[src/rtl/mem_exc_pipe_if.sv]
// E-stage request / M-stage exception bundle for mem_exc_pipe.
// The master drives E-stage values and acks; the slave returns the registered exception state.
interface mem_exc_pipe_if #(
  parameter int unsigned CNT_W = 8
);
  logic [31:0]      Instr_E;
  logic [31:0]      ALUout_E;
  logic             overflow_E;
  logic [31:0]      PC_E;
  logic [4:0]       ExcCode_in;
  logic             stall;
  logic             flush;
  logic             cap_clr;
  logic [4:0]       ExcCode_M;
  logic [31:0]      BadVAddr_M;
  logic             cap_valid;
  logic [4:0]       cap_code;
  logic [31:0]      cap_addr;
  logic [CNT_W-1:0] exc_count;

  modport master (
    output Instr_E, ALUout_E, overflow_E, PC_E, ExcCode_in, stall, flush, cap_clr,
    input  ExcCode_M, BadVAddr_M, cap_valid, cap_code, cap_addr, exc_count
  );

  modport slave (
    input  Instr_E, ALUout_E, overflow_E, PC_E, ExcCode_in, stall, flush, cap_clr,
    output ExcCode_M, BadVAddr_M, cap_valid, cap_code, cap_addr, exc_count
  );
endinterface

[src/rtl/mem_exc_pipe.sv]
// E-stage exception detection (Ov/AdEL/AdES), E/M exception register,
// first-exception capture and saturating exception counter.
module mem_exc_pipe #(
  parameter logic [31:0] DM_SIZE   = 32'h0000_3000,
  parameter int unsigned TC_NUM    = 2,
  parameter logic [31:0] TC_BASE   = 32'h0000_7F00,
  parameter logic [31:0] TC_STRIDE = 32'h10,
  parameter int unsigned TC_SIZE   = 12,
  parameter int unsigned TC_RO_OFF = 8,
  parameter int unsigned CNT_W     = 8
) (
  input logic         clk,
  input logic         reset_n,
  mem_exc_pipe_if.slave bus
);

  localparam logic [4:0] EXC_NONE = 5'd0;
  localparam logic [4:0] EXC_ADEL = 5'd4;
  localparam logic [4:0] EXC_ADES = 5'd5;
  localparam logic [4:0] EXC_OV   = 5'd12;

  logic [5:0]  op, fn;
  logic [31:0] addr;
  logic        is_arith, is_load, is_store, is_word, is_half;
  logic        in_dm, in_tc, tc_ro, addr_bad;
  logic [31:0] tc_base, tc_off;
  logic [4:0]  e_code, code_d;
  logic [31:0] bad_d;
  logic        unused_instr;

  logic [4:0]       code_q;
  logic [31:0]      bad_q;
  logic             cap_valid_q;
  logic [4:0]       cap_code_q;
  logic [31:0]      cap_addr_q;
  logic [CNT_W-1:0] cnt_q;

  assign op           = bus.Instr_E[31:26];
  assign fn           = bus.Instr_E[5:0];
  assign addr         = bus.ALUout_E;
  assign unused_instr = ^bus.Instr_E[25:6];

  always_comb begin
    is_arith = ((op == 6'd0) && ((fn == 6'd32) || (fn == 6'd34))) || (op == 6'd8);
    is_load  = (op == 6'd32) || (op == 6'd33) || (op == 6'd35) || (op == 6'd36) || (op == 6'd37);
    is_store = (op == 6'd40) || (op == 6'd41) || (op == 6'd43);
    is_word  = (op == 6'd35) || (op == 6'd43);
    is_half  = (op == 6'd33) || (op == 6'd37) || (op == 6'd41);
    in_dm    = addr < DM_SIZE;

    // base <= addr and (addr - base) < size keeps every window compare free of 32-bit wrap
    in_tc   = 1'b0;
    tc_ro   = 1'b0;
    tc_base = '0;
    tc_off  = '0;
    for (int unsigned k = 0; k < TC_NUM; k++) begin
      tc_base = TC_BASE + k * TC_STRIDE;
      tc_off  = addr - tc_base;
      if ((addr >= tc_base) && (tc_off < TC_SIZE)) begin
        in_tc = 1'b1;
        if ((tc_off >= TC_RO_OFF) && (tc_off < TC_RO_OFF + 32'd4)) tc_ro = 1'b1;
      end
    end

    addr_bad = (is_word && (addr[1:0] != 2'b00)) ||
               (is_half && addr[0]) ||
               (in_tc && !is_word) ||
               bus.overflow_E ||
               !(in_dm || in_tc);

    e_code = EXC_NONE;
    if (is_arith && bus.overflow_E)      e_code = EXC_OV;
    else if (is_load && addr_bad)        e_code = EXC_ADEL;
    else if (is_store && (addr_bad || tc_ro)) e_code = EXC_ADES;

    code_d = (bus.ExcCode_in != EXC_NONE) ? bus.ExcCode_in : e_code;

    bad_d = '0;
    if ((bus.ExcCode_in == EXC_NONE) && ((e_code == EXC_ADEL) || (e_code == EXC_ADES)))
      bad_d = addr;
    else if (bus.ExcCode_in == EXC_ADEL)
      bad_d = bus.PC_E;
  end

  always_ff @(posedge clk or negedge reset_n) begin
    if (!reset_n) begin
      code_q      <= '0;
      bad_q       <= '0;
      cap_valid_q <= 1'b0;
      cap_code_q  <= '0;
      cap_addr_q  <= '0;
      cnt_q       <= '0;
    end else begin
      if (bus.flush) begin
        code_q <= '0;
        bad_q  <= '0;
      end else if (!bus.stall) begin
        code_q <= code_d;
        bad_q  <= bad_d;
        if ((code_d != EXC_NONE) && (cnt_q != '1)) cnt_q <= cnt_q + 1'b1;
      end

      // An ack in the same cycle as a pending M-stage exception re-arms and captures it
      if (!cap_valid_q || bus.cap_clr) begin
        if (code_q != EXC_NONE) begin
          cap_valid_q <= 1'b1;
          cap_code_q  <= code_q;
          cap_addr_q  <= bad_q;
        end else if (bus.cap_clr) begin
          cap_valid_q <= 1'b0;
          cap_code_q  <= '0;
          cap_addr_q  <= '0;
        end
      end
    end
  end

  assign bus.ExcCode_M  = code_q;
  assign bus.BadVAddr_M = bad_q;
  assign bus.cap_valid  = cap_valid_q;
  assign bus.cap_code   = cap_code_q;
  assign bus.cap_addr   = cap_addr_q;
  assign bus.exc_count  = cnt_q;

endmodule

[src/flat_wrapper.sv]
// flat-port wrapper written by rule: the top's interface ports become plain ports
module mem_exc_pipe_flat 
#(
  parameter logic [31:0] DM_SIZE   = 32'h0000_3000,
  parameter int unsigned TC_NUM    = 2,
  parameter logic [31:0] TC_BASE   = 32'h0000_7F00,
  parameter logic [31:0] TC_STRIDE = 32'h10,
  parameter int unsigned TC_SIZE   = 12,
  parameter int unsigned TC_RO_OFF = 8,
  parameter int unsigned CNT_W     = 8
)
  (clk, reset_n, bus_Instr_E, bus_ALUout_E, bus_overflow_E, bus_PC_E, bus_ExcCode_in, bus_stall, bus_flush, bus_cap_clr, bus_ExcCode_M, bus_BadVAddr_M, bus_cap_valid, bus_cap_code, bus_cap_addr, bus_exc_count);
  mem_exc_pipe_if #(.CNT_W(CNT_W)) bus_i ();
  input logic clk;
  input logic reset_n;
  input wire logic [$bits(bus_i.Instr_E)-1:0] bus_Instr_E;
  input wire logic [$bits(bus_i.ALUout_E)-1:0] bus_ALUout_E;
  input wire logic [$bits(bus_i.overflow_E)-1:0] bus_overflow_E;
  input wire logic [$bits(bus_i.PC_E)-1:0] bus_PC_E;
  input wire logic [$bits(bus_i.ExcCode_in)-1:0] bus_ExcCode_in;
  input wire logic [$bits(bus_i.stall)-1:0] bus_stall;
  input wire logic [$bits(bus_i.flush)-1:0] bus_flush;
  input wire logic [$bits(bus_i.cap_clr)-1:0] bus_cap_clr;
  output wire logic [$bits(bus_i.ExcCode_M)-1:0] bus_ExcCode_M;
  output wire logic [$bits(bus_i.BadVAddr_M)-1:0] bus_BadVAddr_M;
  output wire logic [$bits(bus_i.cap_valid)-1:0] bus_cap_valid;
  output wire logic [$bits(bus_i.cap_code)-1:0] bus_cap_code;
  output wire logic [$bits(bus_i.cap_addr)-1:0] bus_cap_addr;
  output wire logic [$bits(bus_i.exc_count)-1:0] bus_exc_count;
  assign bus_i.Instr_E = bus_Instr_E;
  assign bus_i.ALUout_E = bus_ALUout_E;
  assign bus_i.overflow_E = bus_overflow_E;
  assign bus_i.PC_E = bus_PC_E;
  assign bus_i.ExcCode_in = bus_ExcCode_in;
  assign bus_i.stall = bus_stall;
  assign bus_i.flush = bus_flush;
  assign bus_i.cap_clr = bus_cap_clr;
  assign bus_ExcCode_M = bus_i.ExcCode_M;
  assign bus_BadVAddr_M = bus_i.BadVAddr_M;
  assign bus_cap_valid = bus_i.cap_valid;
  assign bus_cap_code = bus_i.cap_code;
  assign bus_cap_addr = bus_i.cap_addr;
  assign bus_exc_count = bus_i.exc_count;
  mem_exc_pipe #(.DM_SIZE(DM_SIZE), .TC_NUM(TC_NUM), .TC_BASE(TC_BASE), .TC_STRIDE(TC_STRIDE), .TC_SIZE(TC_SIZE), .TC_RO_OFF(TC_RO_OFF), .CNT_W(CNT_W)) u_core (.clk(clk), .reset_n(reset_n), .bus(bus_i));
endmodule
[config.mk]
export PLATFORM = sky130hd
export DESIGN_NAME = mem_exc_pipe_flat
export DESIGN_NICKNAME = d
export VERILOG_FILES = /design/src/rtl/mem_exc_pipe_if.sv /design/src/rtl/mem_exc_pipe.sv /design/src/flat_wrapper.sv
export SDC_FILE = /design/constraint.sdc
export NUM_CORES = 1
export LEC_CHECK = 0
export CAP_MARGIN = 10
export CORE_UTILIZATION = 40
export CTS_CLUSTER_SIZE = 10
export DETAILED_ROUTE_END_ITERATION = 6
export PLACE_DENSITY = 0.74
export SYNTH_ARGS = -nofsm -noshare
export SYNTH_HDL_FRONTEND = slang
export SYNTH_SLANG_ARGS = --single-unit
[constraint.sdc]
create_clock -name clk -period 3.7 [get_ports clk]
set_input_delay 0.74 -clock clk [delete_from_list [all_inputs] [get_ports clk]]
set_output_delay 0.74 -clock clk [all_outputs]
set_load 0.05 [all_outputs]
# After elaboration in Yosys (flattened, before gate mapping)
# Cells that the tools add are included.
[op_classes] addsub=3 magnitude_cmp=7 eq_ne=16 muxes=22 bitwise=2 reduce_logical=44
[ops] cell="two-way mux 32 bit" count=6
[ops] cell="greater-or-equal comparator 32 x 15 -> 1 bit, second input constant" count=2
[ops] cell="greater-or-equal comparator 32 x 4 -> 1 bit, second input constant" count=2
[ops] cell="less-than comparator 32 x 4 -> 1 bit, second input constant" count=2
[ops] cell="subtractor 32 x 15 -> 32 bit, second input constant" count=2
[ops] cell="== test 6 bit, second input constant" count=10
[ops] cell="two-way mux 5 bit" count=7
[ops] cell="less-than comparator 32 x 14 -> 1 bit, second input constant" count=1
[ops] cell="logical OR 1 bit" count=19
[ops] cell="== test 5 x 3 -> 1 bit, second input constant" count=3
[ops] cell="nonzero test 5 bit" count=3
[ops] cell="logical AND 1 bit" count=13
[ops] cell="adder 8 x 1 -> 8 bit, second input constant" count=1
[ops] cell="two-way mux 1 bit" count=8
[ops] cell="!= test 8 bit, second input constant" count=1
[ops] cell="== test 6 x 4 -> 1 bit, second input constant" count=1
[ops] cell="logical NOT 6 bit" count=1
[ops] cell="logical NOT 5 bit" count=1
[ops] cell="nonzero test 2 bit" count=2
[ops] cell="logical NOT 1 bit" count=3
[ops] cell="two-way mux 3 bit" count=1
[ops] cell="AND reduction 3 bit" count=1
[ops] cell="!= test 2 x 1 -> 1 bit, second input constant" count=1
[ops] cell="inverter 1 bit" count=2
[ops] cell="AND reduction 2 bit" count=1
[totals] regBits=83 in_bits=107 output_inout_bits=83 elab_cells=100

# Depth between registers and ports, before layout
# Gate-level depths: netlist of run 1.
[depth] depth_word=20 mapped_depth=14 mapped_depth_nobuf=11

# Worst setup path after synthesis of run 1
# OpenSTA, ideal clock, no wires.
[synth_timing] path_type="input to register" from="in bus_ALUout_E[16]" to="reg u_core.cnt_q[6] (netlist: u_core.bus.exc_count[6])" setup_time_ns=0.128 t_arrival_ns=3.735 required_ns=3.572 setup_slack_ns=-0.162 stages=12 path_buffers=2 cell_sequence="buf_2 -> nor3_1 -> nand3_1 -> nor3_1 -> mux2_2 -> nor4_1 -> nand3_1 -> a21oi_1 -> o21ba_1 -> buf_6 -> a2111oi_4 -> mux2_1"
[synth_via] elab_chain_len=18 word_cells_on_any_way=35 cone_classes="add/sub (2); order compare (7); mux (10); reduce/logical (16)"
[synth_lines] element="start, declared" line="flat_wrapper.sv:17" rtl="input wire logic [$bits(bus_i.ALUout_E)-1:0] bus_ALUout_E;"
[synth_lines] element="subtractor 32 x 15 -> 32 bit" line="mem_exc_pipe.sv:58" rtl="tc_off = addr - tc_base;"
[synth_lines] element="less-than comparator 32 x 4 -> 1 bit" line="mem_exc_pipe.sv:59, mem_exc_pipe.sv:61"
[synth_lines] element="logical AND 1 bit" line="mem_exc_pipe.sv:59" rtl="if ((addr >= tc_base) && (tc_off < TC_SIZE)) begin"
[synth_lines] element="two-way mux 1 bit (2 in series)" line="mem_exc_pipe.sv:59"
[synth_lines] element="logical AND 1 bit" line="mem_exc_pipe.sv:67" rtl="(in_tc && !is_word) ||"
[synth_lines] element="logical OR 1 bit" line="mem_exc_pipe.sv:66" rtl="(is_half && addr[0]) ||"
[synth_lines] element="logical OR 1 bit" line="mem_exc_pipe.sv:67"
[synth_lines] element="logical OR 1 bit" line="mem_exc_pipe.sv:68" rtl="bus.overflow_E ||"
[synth_lines] element="logical OR 1 bit" line="mem_exc_pipe.sv:74" rtl="else if (is_store && (addr_bad || tc_ro)) e_code = EXC_ADES;"
[synth_lines] element="logical AND 1 bit" line="mem_exc_pipe.sv:74"
[synth_lines] element="two-way mux 3 bit" line="mem_exc_pipe.sv:74"
[synth_lines] element="two-way mux 5 bit (*)" line="mem_exc_pipe.sv:73" rtl="else if (is_load && addr_bad) e_code = EXC_ADEL;"
[synth_lines] element="two-way mux 5 bit (*)" line="mem_exc_pipe.sv:72" rtl="if (is_arith && bus.overflow_E) e_code = EXC_OV;"
[synth_lines] element="two-way mux 5 bit (*)" line="mem_exc_pipe.sv:76" rtl="code_d = (bus.ExcCode_in != EXC_NONE) ? bus.ExcCode_in : e_code;"
[synth_lines] element="nonzero test 5 bit (*)" line="mem_exc_pipe.sv:100" rtl="if ((code_d != EXC_NONE) && (cnt_q != '1)) cnt_q <= cnt_q + 1'b1;"
[synth_lines] element="logical AND 1 bit (*)" line="mem_exc_pipe.sv:100"
[synth_lines] element="AND reduction 3 bit (no line) (*)"
[synth_lines] element="end signal, assigned" line="mem_exc_pipe.sv:100"
[synth_lines] element="end, declared" line="mem_exc_pipe.sv:36" rtl="logic [CNT_W-1:0] cnt_q;"
# Every way passes the cells marked *; elsewhere a longest branch is shown, timed or not.
# A chain may end at the register's enable or synchronous reset.

# Worst setup path after layout of run 1
[layout_timing] from="in bus_ALUout_E[2]" to="reg u_core.cnt_q[1] (netlist: u_core.bus.exc_count[1])"
# The elaborated chain is that of the path after synthesis.

==> flow_summary.toml, run 1 <==
[cts]
clock_path_buffers = 2
path_clk_slew_ns = 0.06
htree_levels = 3
clockRootBuffer = "clkbuf_16"
numCtsBuffers = 9
clkLatencyLatePin_ns = 0.35
cts_sinks = 83
hold_buffers = 0
cts_tree = "yes"

[power_and_ir_drop]
swShare_pct = 33.22
power.switching_mw = 0.9001
power_frac_seq_pct = 37.4
power_leakage_nw = 3.944
power.internal_mw = 1.810
pwr-share-comb_pct = 28.4
p_per_area_mw_per_mm2 = 331.8
ir_drop_uv = 476.8
clock_power_share_pct = 34.1
total_power_mw = 2.710

[route]
ant_nets = 0
drt_iter0_drc = 500
drc_errors = 0
totalWireLength_um = 19340
viasPerCell = 5.792
wl_per_cell_um = 20.38
vias = 5497
dr.pass1.iters = 5

[min_path]
worstHoldEndpoint = "u_core.bus.cap_code[2]"
hold_path.startpoint = "u_core.bus.cap_code[2]"
hold_class = "flip-flop to flip-flop"
whs_path_depth = 1

[yosys]
yosys.area.top_type = "dfrtp_1"
synth_edf_count = 0
synthTopCellsByArea = "dfrtp_1 (42%), nand2_1 (6.3%), a22o_1 (6.0%)"
synth_nets = 642
netlist.area_leader.share_pct = 42.20
syn_avg_cell_area_um2 = 9.252
yosysSeqAreaShare_pct = 42.20
synth.ff_latch_count = 83
netlist_area_mm2 = 0.004922
synthArstFlopShare_pct = 100.0
yosysWarnings = 0
syn_inst = 532
synth_cell_types = 63
yosysMostFrequentCell = "dfrtp_1"
ys_top_cells_by_count = "dfrtp_1 (83), nand2_1 (82), a22o_1 (34)"
synthFlopType = "dfrtp_1"

[placement]
gp_congestion = 0.9947
hpwl_um = 14200
port-buffer-count = 168

[grt]
overflow = 0
grt_max_degree = 84
grt_pass1_wl_um = 30150
first_global_vias = 5407
antenna_found_initial = 0
grt.total_usage_pct = 30.89

[finish]
layout-drive-gt1-share_pct = 27.68
diodes = 0
fin_nets = 907
area.growth.synth_to_final_pct = 65.91

[sta]
finalSetupTns_ns = 0
whs_ns = 0.5095
finalCritPeriodShare_pct = 97.40
setup_viol = 0
drv_slew = 0
tightest_slew_ns = 1.094
slew_headroom_pct = 27.09
clock.fmax_ghz = 0.2775
period_minus_slack_ns = 3.604
finClkSkew_ns = 0.004286
hold_viol = 0

[floorplanning]
die_area_mm2 = 0.01275
die-width_um = 112.9
fp-row-count = 40
die_h_um = 112.9
fp.coreArea_mm2 = 0.01201
pin_count = 190
start_util_pct = 40.98

[run]
maxCapViolCount = 0

[setup_path]
cp_max_fo = 5
critPathBufInv = 3
start_kind = "input pin"
reg2reg_setup_slack_ns = 1.33
cpMaxStageDelayCell = "or4b_4"
cp.required_ns = 3.93
reg2reg_depth = 6
critPathTopFamily = "simple AND/OR/NAND/NOR gates"
r2r_end = "u_core.bus.cap_code[3]"
path_cells = "clkdlybuf4s50_1 -> nand2_1 -> buf_4 -> nand3_1 -> or4b_4 -> or4_4 -> or2_0 -> a21oi_2 -> o21ba_4 -> buf_6 -> a211oi_4 -> mux2_4"
critical_path_class = "input pin to flip-flop"
end_kind = "flip-flop"
regToRegStartpoint = "u_core.bus.ExcCode_M[2]"
cpPeakStageDelay_ns = 0.52
arrival_ns = 3.84

[run_status]
status = "finished, final reports clean"
## power by group through the flow
| stage | logic [mW] | registers, mW | clock network, mW |
|---|---|---|---|
| after global routing | 0.812 | 1.02 | 0.968 |
| after floorplan | 0.209 | 1.20 | 0 |
| final | 0.770 | 1.01 | 0.925 |
| after detailed placement | 0.740 | 1.03 | 0 |
| after CTS | 0.751 | 1.01 | 0.930 |
| after global placement | 0.733 | 1.03 | 0 |
## cells in the final DEF (no fill, tap or decap), drive strengths merged, types with 3 or more instances in the layout
| master | instances |
|---|---|
| a21o | 32 |
| o21ai | 14 |
| xnor2 | 6 |
| a311oi | 3 |
| nand4 | 8 |
| ha | 3 |
| nor4 | 10 |
| nor3 | 17 |
| nor4b | 3 |
| dlymetal6s2s | 7 |
| buf | 134 |
| or4 | 8 |
| nor2b | 7 |
| clkbuf | 24 |
| mux2 | 8 |
| or3 | 4 |
| inv | 10 |
| nand4b | 3 |
| mux2i | 4 |
| dfrtp | 83 |
| o211ai | 33 |
| nor2 | 22 |
| xor2 | 10 |
| a21oi | 13 |
| a2111oi | 3 |
| nand2b | 3 |
| nand2 | 82 |
| dlygate4sd2 | 3 |
| and3 | 5 |
| nand3 | 17 |
| o311ai | 3 |
| a22o | 34 |
| a211oi | 9 |
| and4 | 3 |
| clkdlybuf4s50 | 140 |
| o2111ai | 3 |
## worst register-to-register path, stage by stage, from the launching register on
cell,delay (ns)
dfrtp_1,0.43
or4_1,0.56
nor2_2,0.10
buf_4,0.36
a21oi_2,0.07
nor2_1,0.35
mux2_2,0.39
## routing by layer
metal  up-vias  share of wire (%)  GRT usage [%]
met2       222                 48          49.67
met5         -                  0              0
met4         0                1.7          9.825
met3        21                5.6          4.821
met1      2733                 44          42.85
li1       2521                  -              -
## per-stage QoR
stage          cell area, µm²  instances  setup WS (ns)  util [%]
2_1_floorplan            4991        532       -0.02985         -
3_3_place_gp             7483        912        -0.7453     62.30
3_5_place_dp             7483        912        -0.7077     62.30
4_1_cts                  8011        941       -0.02696     66.70
5_1_grt                  8167        949      -0.003729     67.99
6_report                 8167        949        0.09619     67.99
## flip-flops by register name, indices dropped and copies added, names as in the netlist
signal                 flops
u_core.bus.cap_addr       32
u_core.bus.ExcCode_M       5
u_core.bus.cap_code        5
u_core.bus.cap_valid       1
u_core.bus.exc_count       8
u_core.bus.BadVAddr_M     32
## what timing repair did
action	in CTS	in global routing
endpoints found under the hold margin	0	0
resized for setup	51	68
setup buffers	13	8
cloned	0	0
pin swaps	14	30
endpoints found under the setup margin	41	41
## final cells by class
type,count,area (µm²)
Clock buffer,11,242.7
Clock inverter,5,62.56
Fill cell,972,3845
Inverter,10,37.54
Multi-Input combinational cell,394,2902
Sequential cell,83,2077
Tap cell,147,183.9
Timing Repair Buffer,299,2661
## how the worst max path moves through the flow
stage / start / endpoint / slack, ns / depth (start not counted)
2_1_floorplan: bus_ALUout_E[17] / u_core.bus.exc_count[6] / -0.03 / 11
3_3_place_gp: bus_ALUout_E[4] / u_core.bus.exc_count[6] / -0.75 / 12
3_5_place_dp: bus_ALUout_E[19] / u_core.bus.exc_count[6] / -0.71 / 11
4_1_cts: bus_ALUout_E[16] / u_core.bus.exc_count[6] / -0.03 / 10
5_1_grt: bus_ALUout_E[25] / u_core.bus.exc_count[6] / -0.004 / 13
6_report: bus_ALUout_E[2] / u_core.bus.exc_count[1] / 0.1 / 12
## logic make-up (layout without fill, tap and decap cells)
kind of cell | after synthesis | count (layout) | synth area share (%)
adder cells (fa/ha/maj) | 3 | 3 | 0.7627
XOR/XNOR | 16 | 16 | 2.847
AND/OR/NAND/NOR | 197 | 197 | 20.16
flip-flops | 83 | 83 | 42.20
AO/OA/AOI/OAI | 166 | 166 | 26.18
buffers and inverters | 55 | 325 | 5.211
multiplexers | 12 | 12 | 2.644
(Power assumes the default switching activity.)
==> run 2, diff against run 1 <==
--- a/config.mk
+++ b/config.mk
@@ -9,7 +9,7 @@
 export CORE_UTILIZATION = 40
 export CTS_CLUSTER_SIZE = 10
 export DETAILED_ROUTE_END_ITERATION = 6
-export PLACE_DENSITY = 0.74
+export PLACE_DENSITY = 0.77
 export SYNTH_ARGS = -nofsm -noshare
 export SYNTH_HDL_FRONTEND = slang
 export SYNTH_SLANG_ARGS = --single-unit
==> constraint.sdc (replaced) <==
create_clock -name clk -period 3.1 [get_ports clk]
set_input_delay 0.62 -clock clk [delete_from_list [all_inputs] [get_ports clk]]
set_output_delay 0.62 -clock clk [all_outputs]
set_load 0.05 [all_outputs]
==> run 2 against run 1 <==
The flow now finishes with violations (negative setup slack). Hold slack got worse by 0.21 ns. Critical path depth rose by 4. Clock skew rose by 0.0057 ns. Global-route usage rose by 0.078 points. Non-clock buffer count rose by 9.
==> flow_summary.toml, run 2 (synthesis gave the netlist of run 1 again) <==
[placement]
hpwl_um = 14260
port-buffer-count = 168
dp.cells = 919
dp_slack_ns = -1.290
gp_congestion = 0.9890

[grt]
antenna_found_initial = 0
overflow = 0
grt_max_degree = 84
grt.total_usage_pct = 30.97
grt_pass1_wl_um = 30350
first_global_vias = 5461

[sta]
finalCritPeriodShare_pct = 115.3
drv_slew = 0
setup_viol = 42
tightest_slew_ns = 0.5460
clock.fmax_ghz = 0.2798
whs_ns = 0.2953
rsz0062_at_grt = "true"
final.setup.worst_slack_ns = -0.4737
finClkSkew_ns = 0.009950
slew_headroom_pct = 63.49
hold_viol = 0
period_minus_slack_ns = 3.574

[route]
vias = 5632
wl_per_cell_um = 20.87
totalWireLength_um = 19990
ant_nets = 0
drc_errors = 0
drt_iter0_drc = 598
dr.pass1.iters = 5
viasPerCell = 5.879

[setup_path]
end_kind = "flip-flop"
start_kind = "input pin"
arrival_ns = 3.79
reg2reg_depth = 5
critical_path_class = "input pin to flip-flop"
cp.required_ns = 3.32
cp_max_fo = 7
reg2reg_setup_slack_ns = 1.06

[finish]
multi_input_area_mm2 = 0.002983
final_cell_mix = "clkdlybuf4s50_1 (140), buf_4 (123), dfrtp_1 (83)"
final_common_cell = "clkdlybuf4s50_1"
area.growth.synth_to_final_pct = 70.36
num-fill-cells = 927
stdcell_count = 958
seqCellArea_mm2 = 0.002077
diodes = 0
layout-drive-gt1-share_pct = 30.58
fin_nets = 916

[power_and_ir_drop]
pwr-share-comb_pct = 28.7
total_power_mw = 3.273
power_frac_seq_pct = 37.1
swShare_pct = 33.15
p_per_area_mw_per_mm2 = 390.4
power.switching_mw = 1.085
power_leakage_nw = 3.995
clock_power_share_pct = 34.2
power.internal_mw = 2.188
ir_drop_uv = 300.8

[min_path]
hold_class = "input pin to asynchronous set/reset pin"

[floorplanning]
die-width_um = 112.9
pin_count = 190
die_h_um = 112.9
start_util_pct = 40.98
fp.coreArea_mm2 = 0.01201
fp-row-count = 40
die_area_mm2 = 0.01275

[cts]
numCtsBuffers = 9
clock_path_buffers = 2
path_clk_slew_ns = 0.07
htree_levels = 3
clkLatencyLatePin_ns = 0.33
clockRootBuffer = "clkbuf_16"
cts_sinks = 83
cts_tree = "yes"
hold_buffers = 0

[run_status]
status = "finished with violations"
violations = "negative setup slack"

[run]
maxCapViolCount = 0
==> run 2: changes by cell type in the layout (fill, tap and decap cells not counted), moves of 4 or more <==
cell	change
buf_2	+5
a211oi_1	-5
clkbuf_2	-4
dlymetal6s2s_1	-6
a211oi_2	+5
buf_6	+5
==> run 2: worst paths after layout <==
check                                                from                        end
worst max-delay path                      bus_ALUout_E[8]  u_core.bus.BadVAddr_M[22]
worst min-delay path                              reset_n     u_core.bus.cap_code[3]
worst max register to register    u_core.bus.ExcCode_M[2]     u_core.bus.cap_code[3]
worst min register to register  u_core.bus.BadVAddr_M[24]    u_core.bus.cap_addr[24]
max in group asynchronous                         reset_n  u_core.bus.BadVAddr_M[13]
min in group clk                u_core.bus.BadVAddr_M[24]    u_core.bus.cap_addr[24]
==> run 2: layout make-up <==
class | instances | area share [%]
Clock inverter | 5 | 0.7162
Inverter | 10 | 0.4476
Timing Repair Buffer | 308 | 33.29
Sequential cell | 83 | 24.77
Tap cell | 147 | 2.193
Multi-Input combinational cell | 394 | 35.57
Clock buffer | 11 | 3.014
==> run 2: worst max-delay path: stages <==
cell	delay (ns)
clkdlybuf4s15_2	0.21
buf_6	0.14
ha_1	0.18
nor4b_2	0.20
nand3_1	0.11
or4b_4	0.51
or4_4	0.43
buf_4	0.15
o31a_1	0.26
nand2_2	0.11
o21ba_4	0.21
nor3b_4	0.06
buf_6	0.14
buf_4	0.14
buf_12	0.13
a21o_1	0.18
==> run 2: metal layers <==
layer	wire length (µm)	track usage [%]
met1	8657	42.92
met2	9493	49.47
met3	1183	3.910
met4	656	12.28
met5	0	0
==> run 2: timing repair <==
| action | 4_1_cts | 5_1_grt |
|---|---|---|
| cloned | 2 | 0 |
| gates resized for setup | 101 | 62 |
| setup endpoints to repair | 42 | 42 |
| setup buffers | 15 | 10 |
| pin swaps | 24 | 31 |
==> run 2: power groups by stage <==
| stage | combinational, mW | sequential [mW] | clock (mW) |
|---|---|---|---|
| global route | 0.982 | 1.22 | 1.18 |
| floorplan | 0.250 | 1.43 | 0 |
| CTS | 0.911 | 1.21 | 1.13 |
| finish | 0.939 | 1.22 | 1.12 |
| global placement | 0.879 | 1.23 | 0 |
| detailed placement | 0.887 | 1.23 | 0 |
==> run 2: metrics by stage <==
step | utilization, % | area [µm²] | setup TNS (ns)
after detailed placement | 62.84 | 7548 | -48.32
final | 69.81 | 8386 | -16.08
after global routing | 69.81 | 8386 | -17.96
after floorplan | - | 5002 | -14.39
after global placement | 62.84 | 7548 | -46.71
after CTS | 68.64 | 8244 | -16.87
==> run 3, diff against run 2 <==
--- a/config.mk
+++ b/config.mk
@@ -9,6 +9,7 @@
 export CORE_UTILIZATION = 40
 export CTS_CLUSTER_SIZE = 10
 export DETAILED_ROUTE_END_ITERATION = 6
+export GPL_TIMING_DRIVEN = 0
 export PLACE_DENSITY = 0.77
 export SYNTH_ARGS = -nofsm -noshare
 export SYNTH_HDL_FRONTEND = slang
==> run 3 against run 2 <==
The run still ends with negative setup slack left. Combinational power shrank 8.4%. Setup slack lost 0.0035 ns. Utilization shrank 6.2 points. Clock power is essentially flat. Via count shrank 5.6%. Sequential share of layout area grew 2.4 points. Non-clock buffer count shrank 79. First-iteration DRC count shrank 26%. Fmax is essentially flat. Wire length shrank 8.6%. Critical path type unchanged.
==> flow_summary.toml, run 3 (synthesis gave the netlist of run 1 again) <==
[floorplanning]
pin_count = 190
start_util_pct = 40.98
fp.coreArea_mm2 = 0.01201
fp-row-count = 40
die_area_mm2 = 0.01275
die-width_um = 112.9
die_h_um = 112.9

[sta]
period_minus_slack_ns = 3.577
finClkSkew_ns = 0.006393
finalCritPeriodShare_pct = 115.4
slew_headroom_pct = 42.75
clock.fmax_ghz = 0.2795
final.setup.worst_slack_ns = -0.4772
finalSetupTns_ns = -17.14
tightest_slew_ns = 0.8588
setup_viol = 41
drv_slew = 0
hold_viol = 0
rsz0062_at_grt = "true"

[route]
wl_per_cell_um = 20.77
drc_errors = 0
drt_iter0_drc = 442
ant_nets = 0
dr.pass1.iters = 5
vias = 5316
totalWireLength_um = 18280
viasPerCell = 6.041

[cts]
htree_levels = 3
clkLatencyLatePin_ns = 0.33
cts_tree = "yes"
clockRootBuffer = "clkbuf_16"
clock_path_buffers = 2
numCtsBuffers = 9
cts_sinks = 83
path_clk_slew_ns = 0.06

[run_status]
violations = "negative setup slack"
status = "finished with violations"

[setup_path]
critPathBufInv = 3
critPathTopFamily = "simple AND/OR/NAND/NOR gates"
arrival_ns = 3.80
cpMaxStageDelayCell = "or4_4"
cp_max_fo = 8
cp.required_ns = 3.32
path_cells = "clkbuf_16 -> or3_4 -> buf_8 -> or4_4 -> o21a_1 -> a211oi_2 -> nand4_1 -> or2_1 -> a21oi_2 -> o21ba_1 -> buf_6 -> a2111oi_4 -> mux2_4"
start_kind = "input pin"
critical_path_class = "input pin to flip-flop"
end_kind = "flip-flop"
cpPeakStageDelay_ns = 0.51

[grt]
first_global_vias = 5120
grt_max_degree = 54
antenna_found_initial = 1
overflow = 0
grt_pass1_wl_um = 28010
grt.total_usage_pct = 28.21

[finish]
fin_nets = 837
final_common_cell = "clkdlybuf4s50_1"
final_util_pct = 63.64
num-fill-cells = 982
area.growth.synth_to_final_pct = 55.29
final_cell_mix = "clkdlybuf4s50_1 (139), dfrtp_1 (83), nand2_1 (80)"
layout-drive-gt1-share_pct = 17.62

[power_and_ir_drop]
ir_drop_uv = 221.8
power_leakage_nw = 3.496
p_per_area_mw_per_mm2 = 415.0

[placement]
port-buffer-count = 158
gp_congestion = 0.9539
hpwl_um = 13140

[min_path]
hold_class = "input pin to asynchronous set/reset pin"

[run]
maxCapViolCount = 0
## run 3: area by class of cell
| class | count | area [µm²] | area share, % |
|---|---|---|---|
| inverters | 10 | 37.54 | 0.4911 |
| diodes | 1 | 2.502 | 0.03274 |
| well taps | 147 | 183.9 | 2.406 |
| clock inverters | 3 | 46.29 | 0.6057 |
| multi-input cells | 394 | 2909 | 38.06 |
| clock buffers | 13 | 260.3 | 3.405 |
| repair buffers | 187 | 1827 | 23.90 |
| plain buffers | 42 | 300.3 | 3.929 |
| flip-flops and latches | 83 | 2077 | 27.17 |
## run 3: repair_timing
item	4_1_cts	5_1_grt
hold endpoints to repair	0	0
endpoints found under the setup margin	42	42
hold buffers	0	0
setup buffers	16	9
pin swaps	23	23
cloned	0	3
gates resized for setup	94	25
## run 3: stage by stage
| step | total power [mW] | cell area [µm²] | hold slack (ns) | std cells | worst slack, ns |
|---|---|---|---|---|---|
| floorplan | 1.678 | 5002 | 0.3244 | 532 | -0.5089 |
| global placement | 2.021 | 6768 | 0.4770 | 837 | -1.830 |
| detailed placement | 2.035 | 6793 | 0.4905 | 838 | -1.907 |
| CTS | 3.149 | 7403 | 0.2405 | 868 | -0.4858 |
| global route | 3.272 | 7644 | 0.2615 | 880 | -0.5778 |
| finish | 3.172 | 7644 | 0.2294 | 880 | -0.4772 |
## run 3: power by group
group / total (mW) / switching [mW] / leakage, nW / internal, mW
Sequential: 1.21 / 0.0682 / 1.13 / 1.14
Combinational: 0.860 / 0.541 / 2.22 / 0.320
Clock: 1.10 / 0.430 / 0.146 / 0.671
Total: 3.17 / 1.04 / 3.50 / 2.13
## run 3: path summary, 6_finish.rpt
check                                         start                       to  slack, ns  depth (start not counted)
min reg2reg                u_core.bus.BadVAddr_M[6]   u_core.bus.cap_addr[6]       0.51                          2
min                                         reset_n   u_core.bus.cap_code[4]       0.23                          1
min in group clk           u_core.bus.BadVAddr_M[6]   u_core.bus.cap_addr[6]       0.51                          2
max                                bus_ALUout_E[17]  u_core.bus.exc_count[6]      -0.48                         13
max in group asynchronous                   reset_n   u_core.bus.cap_addr[8]       2.27                          2
max reg2reg                 u_core.bus.ExcCode_M[2]   u_core.bus.cap_code[1]       0.52                          5
## run 3: layer usage
metal,vias up,routed length [µm],track usage [%]
met4,0,429,9.474
li1,2381,-,-
met5,-,0,0
met3,42,1272,4.821
met2,271,8956,46.79
met1,2622,7618,37.53
